### config.mk
export PLATFORM = sky130hd
export DESIGN_NAME = apb_fsm_controller_flat
export DESIGN_NICKNAME = d
export VERILOG_FILES = /design/src/rtl/apb_fsm_controller_if.sv /design/src/rtl/apb_fsm_controller.sv /design/src/flat_wrapper.sv
export SDC_FILE = /design/constraint.sdc
export NUM_CORES = 1
export LEC_CHECK = 0
export CAP_MARGIN = 20
export CORE_AREA = 2 2 117 119
export CTS_CLUSTER_SIZE = 25
export DETAILED_ROUTE_END_ITERATION = 10
export DIE_AREA = 0 0 119 121
export GPL_TIMING_DRIVEN = 0
export PLACE_DENSITY = 0.75
export SKIP_CTS_REPAIR_TIMING = 1
export SLEW_MARGIN = 20
export SYNTH_ARGS = -nofsm -noshare
export SYNTH_HDL_FRONTEND = slang
export SYNTH_SLANG_ARGS = --single-unit
### constraint.sdc
create_clock -name Hclk -period 2.15 [get_ports Hclk]
set_input_delay 0.43 -clock Hclk [delete_from_list [all_inputs] [get_ports Hclk]]
set_output_delay 0.43 -clock Hclk [all_outputs]
set_load 0.005 [all_outputs]
### src/rtl/apb_fsm_controller_if.sv
// Bundle between the AHB slave interface and the APB side of the bridge.
// The master modport is the controller view; the slave modport is the opposite side.
interface apb_fsm_controller_if;
  localparam int unsigned AW = 32;
  localparam int unsigned DW = 32;
  localparam int unsigned SW = 3;

  logic          valid;
  logic [AW-1:0] Haddr;
  logic [AW-1:0] Haddr1;
  logic [AW-1:0] Haddr2;
  logic [DW-1:0] Hwdata;
  logic [DW-1:0] Hwdata1;
  logic [DW-1:0] Hwdata2;
  logic [DW-1:0] Prdata;
  logic          Hwrite;
  logic          Hwritereg;
  logic [SW-1:0] tempselx;

  logic          Pwrite;
  logic          Penable;
  logic [SW-1:0] Pselx;
  logic [AW-1:0] Paddr;
  logic [DW-1:0] Pwdata;
  logic          Hreadyout;

  modport master (
    input  valid, Haddr, Haddr1, Haddr2, Hwdata, Hwdata1, Hwdata2, Prdata,
           Hwrite, Hwritereg, tempselx,
    output Pwrite, Penable, Pselx, Paddr, Pwdata, Hreadyout
  );

  modport slave (
    output valid, Haddr, Haddr1, Haddr2, Hwdata, Hwdata1, Hwdata2, Prdata,
           Hwrite, Hwritereg, tempselx,
    input  Pwrite, Penable, Pselx, Paddr, Pwdata, Hreadyout
  );
endinterface

### src/rtl/apb_fsm_controller.sv
// APB-side sequencer of the AHB-to-APB bridge: SETUP/ENABLE phases plus AHB wait insertion.
// All outputs are registered; the output registers show the phase chosen in the previous state.
module apb_fsm_controller (
  input  logic                 Hclk,
  input  logic                 Hresetn,
  apb_fsm_controller_if.master bus
);
  localparam int unsigned AW = 32;
  localparam int unsigned DW = 32;
  localparam int unsigned SW = 3;

  typedef enum logic [2:0] {
    ST_IDLE     = 3'd0,
    ST_WWAIT    = 3'd1,
    ST_READ     = 3'd2,
    ST_WRITE    = 3'd3,
    ST_WRITEP   = 3'd4,
    ST_RENABLE  = 3'd5,
    ST_WENABLE  = 3'd6,
    ST_WENABLEP = 3'd7
  } state_e;

  state_e        state_q, state_d;
  logic          pwrite_q, pwrite_d;
  logic          penable_q, penable_d;
  logic [SW-1:0] pselx_q, pselx_d;
  logic [AW-1:0] paddr_q, paddr_d;
  logic [DW-1:0] pwdata_q, pwdata_d;
  logic          hreadyout_q, hreadyout_d;

  // Reset is active-high despite the legacy port name.
  always_ff @(posedge Hclk or posedge Hresetn) begin
    if (Hresetn) begin
      state_q     <= ST_IDLE;
      pwrite_q    <= 1'b0;
      penable_q   <= 1'b0;
      pselx_q     <= SW'(0);
      paddr_q     <= AW'(0);
      pwdata_q    <= DW'(0);
      hreadyout_q <= 1'b1;
    end else begin
      state_q     <= state_d;
      pwrite_q    <= pwrite_d;
      penable_q   <= penable_d;
      pselx_q     <= pselx_d;
      paddr_q     <= paddr_d;
      pwdata_q    <= pwdata_d;
      hreadyout_q <= hreadyout_d;
    end
  end

  always_comb begin
    state_d     = state_q;
    pwrite_d    = pwrite_q;
    penable_d   = penable_q;
    pselx_d     = pselx_q;
    paddr_d     = paddr_q;
    pwdata_d    = pwdata_q;
    hreadyout_d = hreadyout_q;

    unique case (state_q)
      ST_IDLE, ST_RENABLE, ST_WENABLE: begin
        if (bus.valid && !bus.Hwrite) begin
          state_d     = ST_READ;
          paddr_d     = bus.Haddr;
          pwrite_d    = 1'b0;
          pselx_d     = bus.tempselx;
          penable_d   = 1'b0;
          hreadyout_d = 1'b0;
        end else begin
          // Write needs a data-capture cycle first; idle just parks the bus.
          state_d     = bus.valid ? ST_WWAIT : ST_IDLE;
          pselx_d     = SW'(0);
          penable_d   = 1'b0;
          hreadyout_d = 1'b1;
        end
      end
      ST_WWAIT: begin
        state_d     = bus.valid ? ST_WRITEP : ST_WRITE;
        paddr_d     = bus.Haddr1;
        pwrite_d    = 1'b1;
        pselx_d     = bus.tempselx;
        penable_d   = 1'b0;
        pwdata_d    = bus.Hwdata;
        hreadyout_d = 1'b0;
      end
      ST_READ, ST_WRITE, ST_WRITEP: begin
        if (state_q == ST_READ)       state_d = ST_RENABLE;
        else if (state_q == ST_WRITE) state_d = bus.valid ? ST_WENABLEP : ST_WENABLE;
        else                          state_d = ST_WENABLEP;
        penable_d   = 1'b1;
        hreadyout_d = 1'b1;
      end
      ST_WENABLEP: begin
        pselx_d     = bus.tempselx;
        penable_d   = 1'b0;
        hreadyout_d = 1'b0;
        // Pipelined write uses the address two AHB cycles back.
        if (bus.Hwritereg) begin
          state_d  = bus.valid ? ST_WRITEP : ST_WRITE;
          paddr_d  = bus.Haddr2;
          pwrite_d = 1'b1;
          pwdata_d = bus.Hwdata;
        end else begin
          state_d  = ST_READ;
          paddr_d  = bus.Haddr;
          pwrite_d = 1'b0;
        end
      end
      default: state_d = ST_IDLE;
    endcase
  end

  assign bus.Pwrite    = pwrite_q;
  assign bus.Penable   = penable_q;
  assign bus.Pselx     = pselx_q;
  assign bus.Paddr     = paddr_q;
  assign bus.Pwdata    = pwdata_q;
  assign bus.Hreadyout = hreadyout_q;
endmodule

### src/flat_wrapper.sv
// flat-port wrapper written by rule: the top's interface ports become plain ports
module apb_fsm_controller_flat 
  (Hclk, Hresetn, bus_valid, bus_Haddr, bus_Haddr1, bus_Haddr2, bus_Hwdata, bus_Hwdata1, bus_Hwdata2, bus_Prdata, bus_Hwrite, bus_Hwritereg, bus_tempselx, bus_Pwrite, bus_Penable, bus_Pselx, bus_Paddr, bus_Pwdata, bus_Hreadyout);
  apb_fsm_controller_if bus_i ();
  input  logic Hclk;
  input  logic Hresetn;
  input wire logic [$bits(bus_i.valid)-1:0] bus_valid;
  input wire logic [$bits(bus_i.Haddr)-1:0] bus_Haddr;
  input wire logic [$bits(bus_i.Haddr1)-1:0] bus_Haddr1;
  input wire logic [$bits(bus_i.Haddr2)-1:0] bus_Haddr2;
  input wire logic [$bits(bus_i.Hwdata)-1:0] bus_Hwdata;
  input wire logic [$bits(bus_i.Hwdata1)-1:0] bus_Hwdata1;
  input wire logic [$bits(bus_i.Hwdata2)-1:0] bus_Hwdata2;
  input wire logic [$bits(bus_i.Prdata)-1:0] bus_Prdata;
  input wire logic [$bits(bus_i.Hwrite)-1:0] bus_Hwrite;
  input wire logic [$bits(bus_i.Hwritereg)-1:0] bus_Hwritereg;
  input wire logic [$bits(bus_i.tempselx)-1:0] bus_tempselx;
  output wire logic [$bits(bus_i.Pwrite)-1:0] bus_Pwrite;
  output wire logic [$bits(bus_i.Penable)-1:0] bus_Penable;
  output wire logic [$bits(bus_i.Pselx)-1:0] bus_Pselx;
  output wire logic [$bits(bus_i.Paddr)-1:0] bus_Paddr;
  output wire logic [$bits(bus_i.Pwdata)-1:0] bus_Pwdata;
  output wire logic [$bits(bus_i.Hreadyout)-1:0] bus_Hreadyout;
  assign bus_i.valid = bus_valid;
  assign bus_i.Haddr = bus_Haddr;
  assign bus_i.Haddr1 = bus_Haddr1;
  assign bus_i.Haddr2 = bus_Haddr2;
  assign bus_i.Hwdata = bus_Hwdata;
  assign bus_i.Hwdata1 = bus_Hwdata1;
  assign bus_i.Hwdata2 = bus_Hwdata2;
  assign bus_i.Prdata = bus_Prdata;
  assign bus_i.Hwrite = bus_Hwrite;
  assign bus_i.Hwritereg = bus_Hwritereg;
  assign bus_i.tempselx = bus_tempselx;
  assign bus_Pwrite = bus_i.Pwrite;
  assign bus_Penable = bus_i.Penable;
  assign bus_Pselx = bus_i.Pselx;
  assign bus_Paddr = bus_i.Paddr;
  assign bus_Pwdata = bus_i.Pwdata;
  assign bus_Hreadyout = bus_i.Hreadyout;
  apb_fsm_controller u_core (.Hclk(Hclk), .Hresetn(Hresetn), .bus(bus_i));
endmodule
# [Yosys cells after proc, flatten, opt, wreduce, memory -nomap -nowiden]
# Cells that the tools add are included.
[op_classes] eq_ne=9 n_mux=21 reduce_logical=12
[op_table] cell="32-bit two-way mux" count=3
[op_table] cell="32-bit case mux with 3 select lines" count=1
[op_table] cell="32-bit case mux with 2 select lines" count=1
[op_table] cell="3-bit two-way mux" count=6
[op_table] cell="3-bit equality test (second input constant)" count=4
[op_table] cell="3-bit case mux with 4 select lines" count=1
[op_table] cell="3-bit by 2-bit equality test with 1-bit output (second input constant)" count=2
[op_table] cell="1-bit case mux with 3 select lines" count=2
[op_table] cell="3-bit case mux with 2 select lines" count=1
[op_table] cell="3-bit OR reduction" count=2
[op_table] cell="1-bit two-way mux" count=5
[op_table] cell="5-bit OR reduction" count=1
[op_table] cell="2-bit AND reduction" count=2
[op_table] cell="2-bit nonzero test" count=2
[op_table] cell="3-bit by 1-bit equality test with 1-bit output (second input constant)" count=1
[op_table] cell="3-bit zero test" count=1
[op_table] cell="3-bit nonzero test" count=1
[op_table] cell="2-bit by 1-bit inequality test with 1-bit output (second input constant)" count=1
[op_table] cell="2-bit inequality test (second input constant)" count=1
[op_table] cell="1-bit case mux with 2 select lines" count=1
[op_table] cell="2-bit OR reduction" count=1
[op_table] cell="1-bit logical AND" count=1
[op_table] cell="1-bit zero test" count=1
[word_totals] register_bits=73 wordCells=49

# [Longest topological paths before layout]
# Gate-level depths: netlist of the first run.
[depth] depth_word=4 depth_mapped=6 depth_no_buf=4

# [Least setup slack after synthesis of the first run]
# No wires, ideal clock.
[synth_timing] path_type="in2reg" startpoint="input port bus_Hwrite" endpoint="register u_core.paddr_q[0], in the netlist u_core.bus.Paddr[0]" arrival_time_ns=1.514 setup_slack_ns=0.512 cell_stages=5 path_buffers=1 path_cell_list="and2b_1 > o21ai_1 > nor2_4 > buf_4 > mux2_2"
[synth_between] elab_chain_len=4
[synth_lines] element="start: declaration" line="flat_wrapper.sv:15" rtl="input wire logic [$bits(bus_i.Hwrite)-1:0] bus_Hwrite;"
[synth_lines] element="1-bit zero test" line="apb_fsm_controller.sv:63" rtl="if (bus.valid && !bus.Hwrite) begin"
[synth_lines] element="1-bit logical AND" line="apb_fsm_controller.sv:63"
[synth_lines] element="2-bit by 1-bit inequality test with 1-bit output (no line)"
[synth_lines] element="2-bit AND reduction (no line)"
[synth_lines] element="end signal: assignment" line="apb_fsm_controller.sv:46" rtl="paddr_q <= paddr_d;"
[synth_lines] element="end: declaration" line="apb_fsm_controller.sv:27" rtl="logic [AW-1:0] paddr_q, paddr_d;"
# No other way between the ends.
# A chain may end at the register's enable or synchronous reset.

# [Final worst setup path of the first run]
[layout_timing] startpoint="input port bus_valid" endpoint="register u_core.paddr_q[10], in the netlist u_core.bus.Paddr[10]"
[layout_between] elab_chain_len=3
[layout_lines] element="start: declaration" line="flat_wrapper.sv:7" rtl="input wire logic [$bits(bus_i.valid)-1:0] bus_valid;"
[layout_lines] element="1-bit logical AND" line="apb_fsm_controller.sv:63"
[layout_lines] element="2-bit by 1-bit inequality test with 1-bit output (no line)"
[layout_lines] element="2-bit AND reduction (no line)"
# No other way between the ends.

==> impl_metrics.yaml, run 1 <==
run_status:
  status: "complete, no violations"
setup_path:
  criticalPathCategory: "primary input to register"
  startpoint_type: "primary input"
  required_ns: 2.35
  critPathMaxStageDelay_ns: 0.56
  crit_fanout: 10
  crit_path_end_kind: "register"
  cp.arrival_ns: 2.11
  crit_chain: "clkdlybuf4s50_1 -> and2b_1 -> o21ai_1 -> nor2_4 -> buf_4 -> mux2_2"
  critPathSlowestCell: "clkdlybuf4s50_1"
  critPathTopFamily: "buffers and inverters"
  critical_path_buf_inv_count: 2
synthesis:
  synth_edf_count: 0
  synthXorXnorAreaFrac_pct: 0
  muxShareOfSynthArea_pct: 20.3
  mappedNetlistNets: 500
  synth_top_cells_by_count: "dfrtp_1 (72), mux2_2 (64), a22o_1 (35), a32o_1 (27)"
  syn_area_per_cell_sq_um: 13.2
  yosys_register_bits: 73
  synth_top_cell_by_area: "dfrtp_1"
  ys_seq_area_share_pct: 51.5
  synth_compound_area_share_pct: 19.7
  synth_top_area_share_pct: 50.7
  synthArstFlopShare_pct: 100
  synth_area_leaders: "dfrtp_1 (51%), mux2_2 (20%), a22o_1 (8.6%)"
  synth_flop_cell: "dfrtp_1"
  synth_warnings: 0
  syn_inst: 268
  yosysUniqueCellTypes: 30
  synth_area_sq_um: 3550
  synthMostInstantiatedCell: "dfrtp_1"
  synthAdderAreaFrac_pct: 0
  yosys.area_share.simple_pct: 4.05
  synth_top_family_by_area: "multiplexers"
timing:
  slew_headroom_pct: 63.9
  slew_violations: 0
  fin_ws_ns: 0.240
  fmax_mhz: 524
  finalClockSkew_ns: 0.00436
  finalCritPeriodShare_pct: 88.8
  rsz0062_at_grt: "false"
  fin_hold_ws_ns: 0.497
  final.min_clock_period_ns: 1.91
  setup-tns-final_ns: 0
  hold_viol_final: 0
  worst_pin_slew_ns: 0.540
  final-setup-viol-count: 0
power_and_ir_drop:
  power.density_nw_per_um2: 1440
  finalPower_w: 0.00896
  power.leakage_nw: 2.50
  vdd_drop_max_mv: 0.489
place:
  place.gp.congestion: 0.779
  port_buffers: 205
  pre_cts_slack_ns: -0.296
  dpl.hpwl_um: 9050
grt:
  gr-total-overflow: 0
  antenna_found_initial: 0
  grt_pass1_wl_um: 17500
  grt_max_degree: 32
  grt_usage_pct: 15.6
  grt_pass1_vias: 3405
routing:
  wl_per_cell_um: 17.4
  first_pass_iters: 4
  routed_wl_um: 11600
  first_iter_violations: 98
  vias: 3162
  detail-route-antenna-nets: 0
  via_per_inst: 4.73
  drcViolationCount: 0
floorplanning:
  die_h_um: 121
  core_area_sq_um: 13100
  dieWidth_um: 119
  num_rows: 42
  floorplan.initialDensity_pct: 27.1
  io_pins: 302
  die_area_sq_um: 14400
clock_network:
  cts_tree: "built"
  clkTransAtPathRegs_ns: 0.06
  cts_max_path_buffers: 2
  cts_root_buf: "clkbuf_16"
  numCtsBuffers: 9
  clk-insertion-delay-late_ns: 0.33
  cts_htree_levels: 3
  clock-sinks: 73
finish:
  antenna_cells: 0
  layout-drive-gt1-share_pct: 21.1
  utilization_pct: 47.6
  layout.nets: 719
  syn_to_final_growth_pct: 75.3
min_path:
  hold_path_class: "primary input to async pin"
flow_run:
  drv_cap: 0
==> worst paths after layout <==
path	start	end	slack, ns	cells past startpoint
max	bus_valid	u_core.bus.Paddr[10]$_DFFE_PP0P_	0.24	6
min	Hresetn	u_core.bus.Pwdata[20]$_DFFE_PP0P_	0.50	2
max reg2reg	u_core.state_q[1]$_DFF_PP0_	u_core.bus.Paddr[0]$_DFFE_PP0P_	0.28	6
min reg2reg	u_core.bus.Paddr[8]$_DFFE_PP0P_	u_core.bus.Paddr[8]$_DFFE_PP0P_	0.50	1
max in group asynchronous	Hresetn	u_core.bus.Hreadyout$_DFF_PP1_	0.87	4
min in group Hclk	u_core.bus.Paddr[8]$_DFFE_PP0P_	u_core.bus.Paddr[8]$_DFFE_PP0P_	0.50	1
==> routing by layer <==
metal,up-vias,share of wire (%),track usage (%)
met5,-,0,0
met4,0,1.4,5.88
met3,10,6.4,3.48
met2,121,52,28.7
met1,1558,40,17.6
li1,1473,-,-
==> cell families after synthesis <==
| logic type | count (synthesis) |
|---|---|
| flip-flops | 73 |
| multiplexers | 64 |
| AND/OR/NAND/NOR | 22 |
| AO/OA/AOI/OAI | 79 |
| buffers and inverters | 30 |
==> worst reg2reg max path, stage by stage (launching register included) <==
cell,delay (ns)
dfrtp_1,0.40
buf_4,0.20
nor2_8,0.22
o21ai_4,0.11
clkbuf_1,0.26
a22o_1,0.31
mux2_2,0.27
==> placed cells by master, fill, tap and decap left out, drive strengths merged <==
cell type      count
a21boi             1
a21oi              5
a22o              35
a31o               5
a32o              27
and2               1
and2b              1
and3               1
buf               21
bufinv             3
clkbuf            18
clkdlybuf4s50    205
clkinv             3
clkinvlp           1
dfrtp             72
dfstp              1
inv                3
mux2              64
nand2              5
nand2b             2
nand3              1
nor2               5
nor3b              5
o211ai             1
o21ai              5
or4                1
==> metrics by stage <==
stage / instances / instance area, sq um
6_report: 668 / 6230
4_1_cts: 667 / 6220
5_1_grt: 668 / 6230
3_3_place_gp: 649 / 5830
2_1_floorplan: 268 / 3550
3_5_place_dp: 651 / 5870
==> flip-flops by register name, summed over array words and instances, names as in the netlist <==
signal,flops
u_core.bus.Paddr,32
u_core.bus.Pwdata,32
u_core.bus.Pselx,3
u_core.state_q,3
u_core.bus.Hreadyout,1
u_core.bus.Penable,1
u_core.bus.Pwrite,1
==> report_power, final <==
| part | internal, W | total (W) | switching, W | leakage, nW |
|---|---|---|---|---|
| clock | 0.00116 | 0.00171 | 0.000550 | 0.172 |
| sequential | 0.00211 | 0.00248 | 0.000369 | 0.867 |
| combinational | 0.00287 | 0.00477 | 0.00190 | 1.46 |
==> layout make-up <==
class                   count  area (sq um)
clock inverters             6           105
inverters                   4          18.8
flip-flops and latches     73          1830
clock buffers              10           239
multi-input cells         165          1570
fillers                  1159          6860
repair buffers            208          2110
plain buffers              26           143
well taps                 176           220
Power figures use the tool's default switching activity.
==> run 2: changes to the inputs <==
--- a/config.mk
+++ b/config.mk
@@ -12,6 +12,8 @@
 export DIE_AREA = 0 0 119 121
 export GPL_TIMING_DRIVEN = 0
 export PLACE_DENSITY = 0.75
+export RECOVER_POWER = 50
+export REMOVE_ABC_BUFFERS = 1
 export SKIP_CTS_REPAIR_TIMING = 1
 export SLEW_MARGIN = 20
 export SYNTH_ARGS = -nofsm -noshare
==> run 2 against run 1 <==
Via count down 0.98%. Sequential power grew 8.1%. Clock skew grew 0.0018 ns. Fmax fell by 2.7%. Final area shrank 0.46%. Clock-buffer cell count rose by 1. Register-to-register slack lost 0.08 ns. Sequential cell count unchanged. Global-route usage decreased by 0.30 points. First-iteration DRC count rose by 23%. Combinational power decreased by 4%. Highest routed layer unchanged.
==> impl_metrics.yaml, run 2 (same netlist as run 1, synthesis figures left out) <==
grt:
  gr-total-overflow: 0
  antenna_found_initial: 0
  grt_max_degree: 42
  grt_pass1_vias: 3381
  grt_usage_pct: 15.3
  grt_pass1_wl_um: 17100
timing:
  worst_pin_slew_ns: 0.556
  final-setup-viol-count: 0
  slew_violations: 0
  hold_viol_final: 0
  fmax_mhz: 509
  finalClockSkew_ns: 0.00618
  final.min_clock_period_ns: 1.96
  slew_headroom_pct: 62.9
  finalCritPeriodShare_pct: 91.3
  fin_hold_ws_ns: 0.497
  rsz0062_at_grt: "false"
clock_network:
  cts_htree_levels: 3
  clock-sinks: 73
  numCtsBuffers: 9
  clkTransAtPathRegs_ns: 0.06
  cts_root_buf: "clkbuf_16"
  cts_max_path_buffers: 2
  cts_tree: "built"
  clk-insertion-delay-late_ns: 0.34
setup_path:
  crit_fanout: 18
  criticalPathCategory: "primary input to register"
  required_ns: 2.37
  crit_path_end_kind: "register"
  startpoint_type: "primary input"
  cp.arrival_ns: 2.18
routing:
  first_pass_iters: 4
  vias: 3131
  routed_wl_um: 11500
  wl_per_cell_um: 17.7
  via_per_inst: 4.82
  detail-route-antenna-nets: 0
  drcViolationCount: 0
  first_iter_violations: 121
place:
  port_buffers: 205
  dpl.cell_count: 627
  dpl.hpwl_um: 7940
  place.gp.congestion: 0.749
floorplanning:
  io_pins: 302
  floorplan.initialDensity_pct: 27.1
  num_rows: 42
  die_h_um: 121
  core_area_sq_um: 13100
  die_area_sq_um: 14400
  dieWidth_um: 119
min_path:
  hold_path_class: "register to register"
finish:
  antenna_cells: 0
  utilization_pct: 47.4
  layout-drive-gt1-share_pct: 21.3
  final_common_cell: "clkdlybuf4s50_1"
  final_cells: 650
  n_fill_cell: 1201
  multi_input_area_sq_um: 1590
  final_cell_mix: "clkdlybuf4s50_1 (172), dfrtp_1 (69), mux2_2 (64)"
  layout.nets: 701
  regArea_sq_um: 1830
  syn_to_final_growth_pct: 74.5
flow_run:
  drv_cap: 0
power_and_ir_drop:
  power.leakage_nw: 2.49
  power.density_nw_per_um2: 1440
  vdd_drop_max_mv: 0.697
run_status:
  status: "complete, no violations"
-- run 2: final timing paths --
check | slack [ns] | end | cells after the start | startpoint
min | 0.50 | u_core.bus.Pwdata[27]$_DFFE_PP0P_ | 1 | u_core.bus.Pwdata[27]$_DFFE_PP0P_
min reg2reg | 0.50 | u_core.bus.Pwdata[27]$_DFFE_PP0P_ | 1 | u_core.bus.Pwdata[27]$_DFFE_PP0P_
max reg2reg | 0.20 | u_core.bus.Paddr[19]$_DFFE_PP0P_ | 5 | u_core.state_q[2]$_DFF_PP0_
max | 0.19 | u_core.bus.Paddr[4]$_DFFE_PP0P_ | 6 | bus_valid
min in group asynchronous | 0.57 | u_core.bus.Pwdata[6]$_DFFE_PP0P_ | 2 | Hresetn
max in group asynchronous | 0.62 | u_core.bus.Paddr[27]$_DFFE_PP0P_ | 3 | Hresetn
-- run 2: worst max-delay path, cell delays in order --
cell and delay, ns:
clkdlybuf4s50_1 0.50, and2b_1 0.25, o21ai_1 0.45, nor2_4 0.08, buf_12 0.18, mux2_2 0.27
-- run 2: metrics by stage --
| step | power (W) | cell area [sq um] | TNS, ns | setup WS, ns |
|---|---|---|---|---|
| after detailed placement | 0.00721 | 5790 | -31.70 | -0.695 |
| after global placement | 0.00687 | 5680 | -215.29 | -1.90 |
| after CTS | 0.00892 | 6120 | -21.33 | -0.516 |
| after floorplan | 0.00476 | 3410 | -49.70 | -0.801 |
| after global routing | 0.00951 | 6200 | 0 | 0.127 |
| final | 0.00892 | 6200 | 0 | 0.187 |
-- run 2: final cells by class --
cell class | count | area share, %
clock buffers | 11 | 4.08
clock inverters | 5 | 1.25
inverters | 4 | 0.283
multi-input cells | 167 | 25.7
flip-flops and latches | 73 | 29.6
well taps | 176 | 3.55
repair buffers | 214 | 35.6
-- run 2: layer usage --
layer	vias up	wire [um]	share of wire [%]	GRT usage [%]
li1	1444	-	-	-
met1	1525	4560	40	16.8
met2	149	5610	49	26.0
met3	13	1190	10	6.58
met4	0	173	1.5	6.32
met5	-	0	0	0
-- run 2: report_power, final --
part	leakage, nW	switching, W	total (W)	internal, W
Combinational	1.46	0.00174	0.00459	0.00285
Sequential	0.864	0.000565	0.00268	0.00212
Clock	0.162	0.000571	0.00165	0.00107
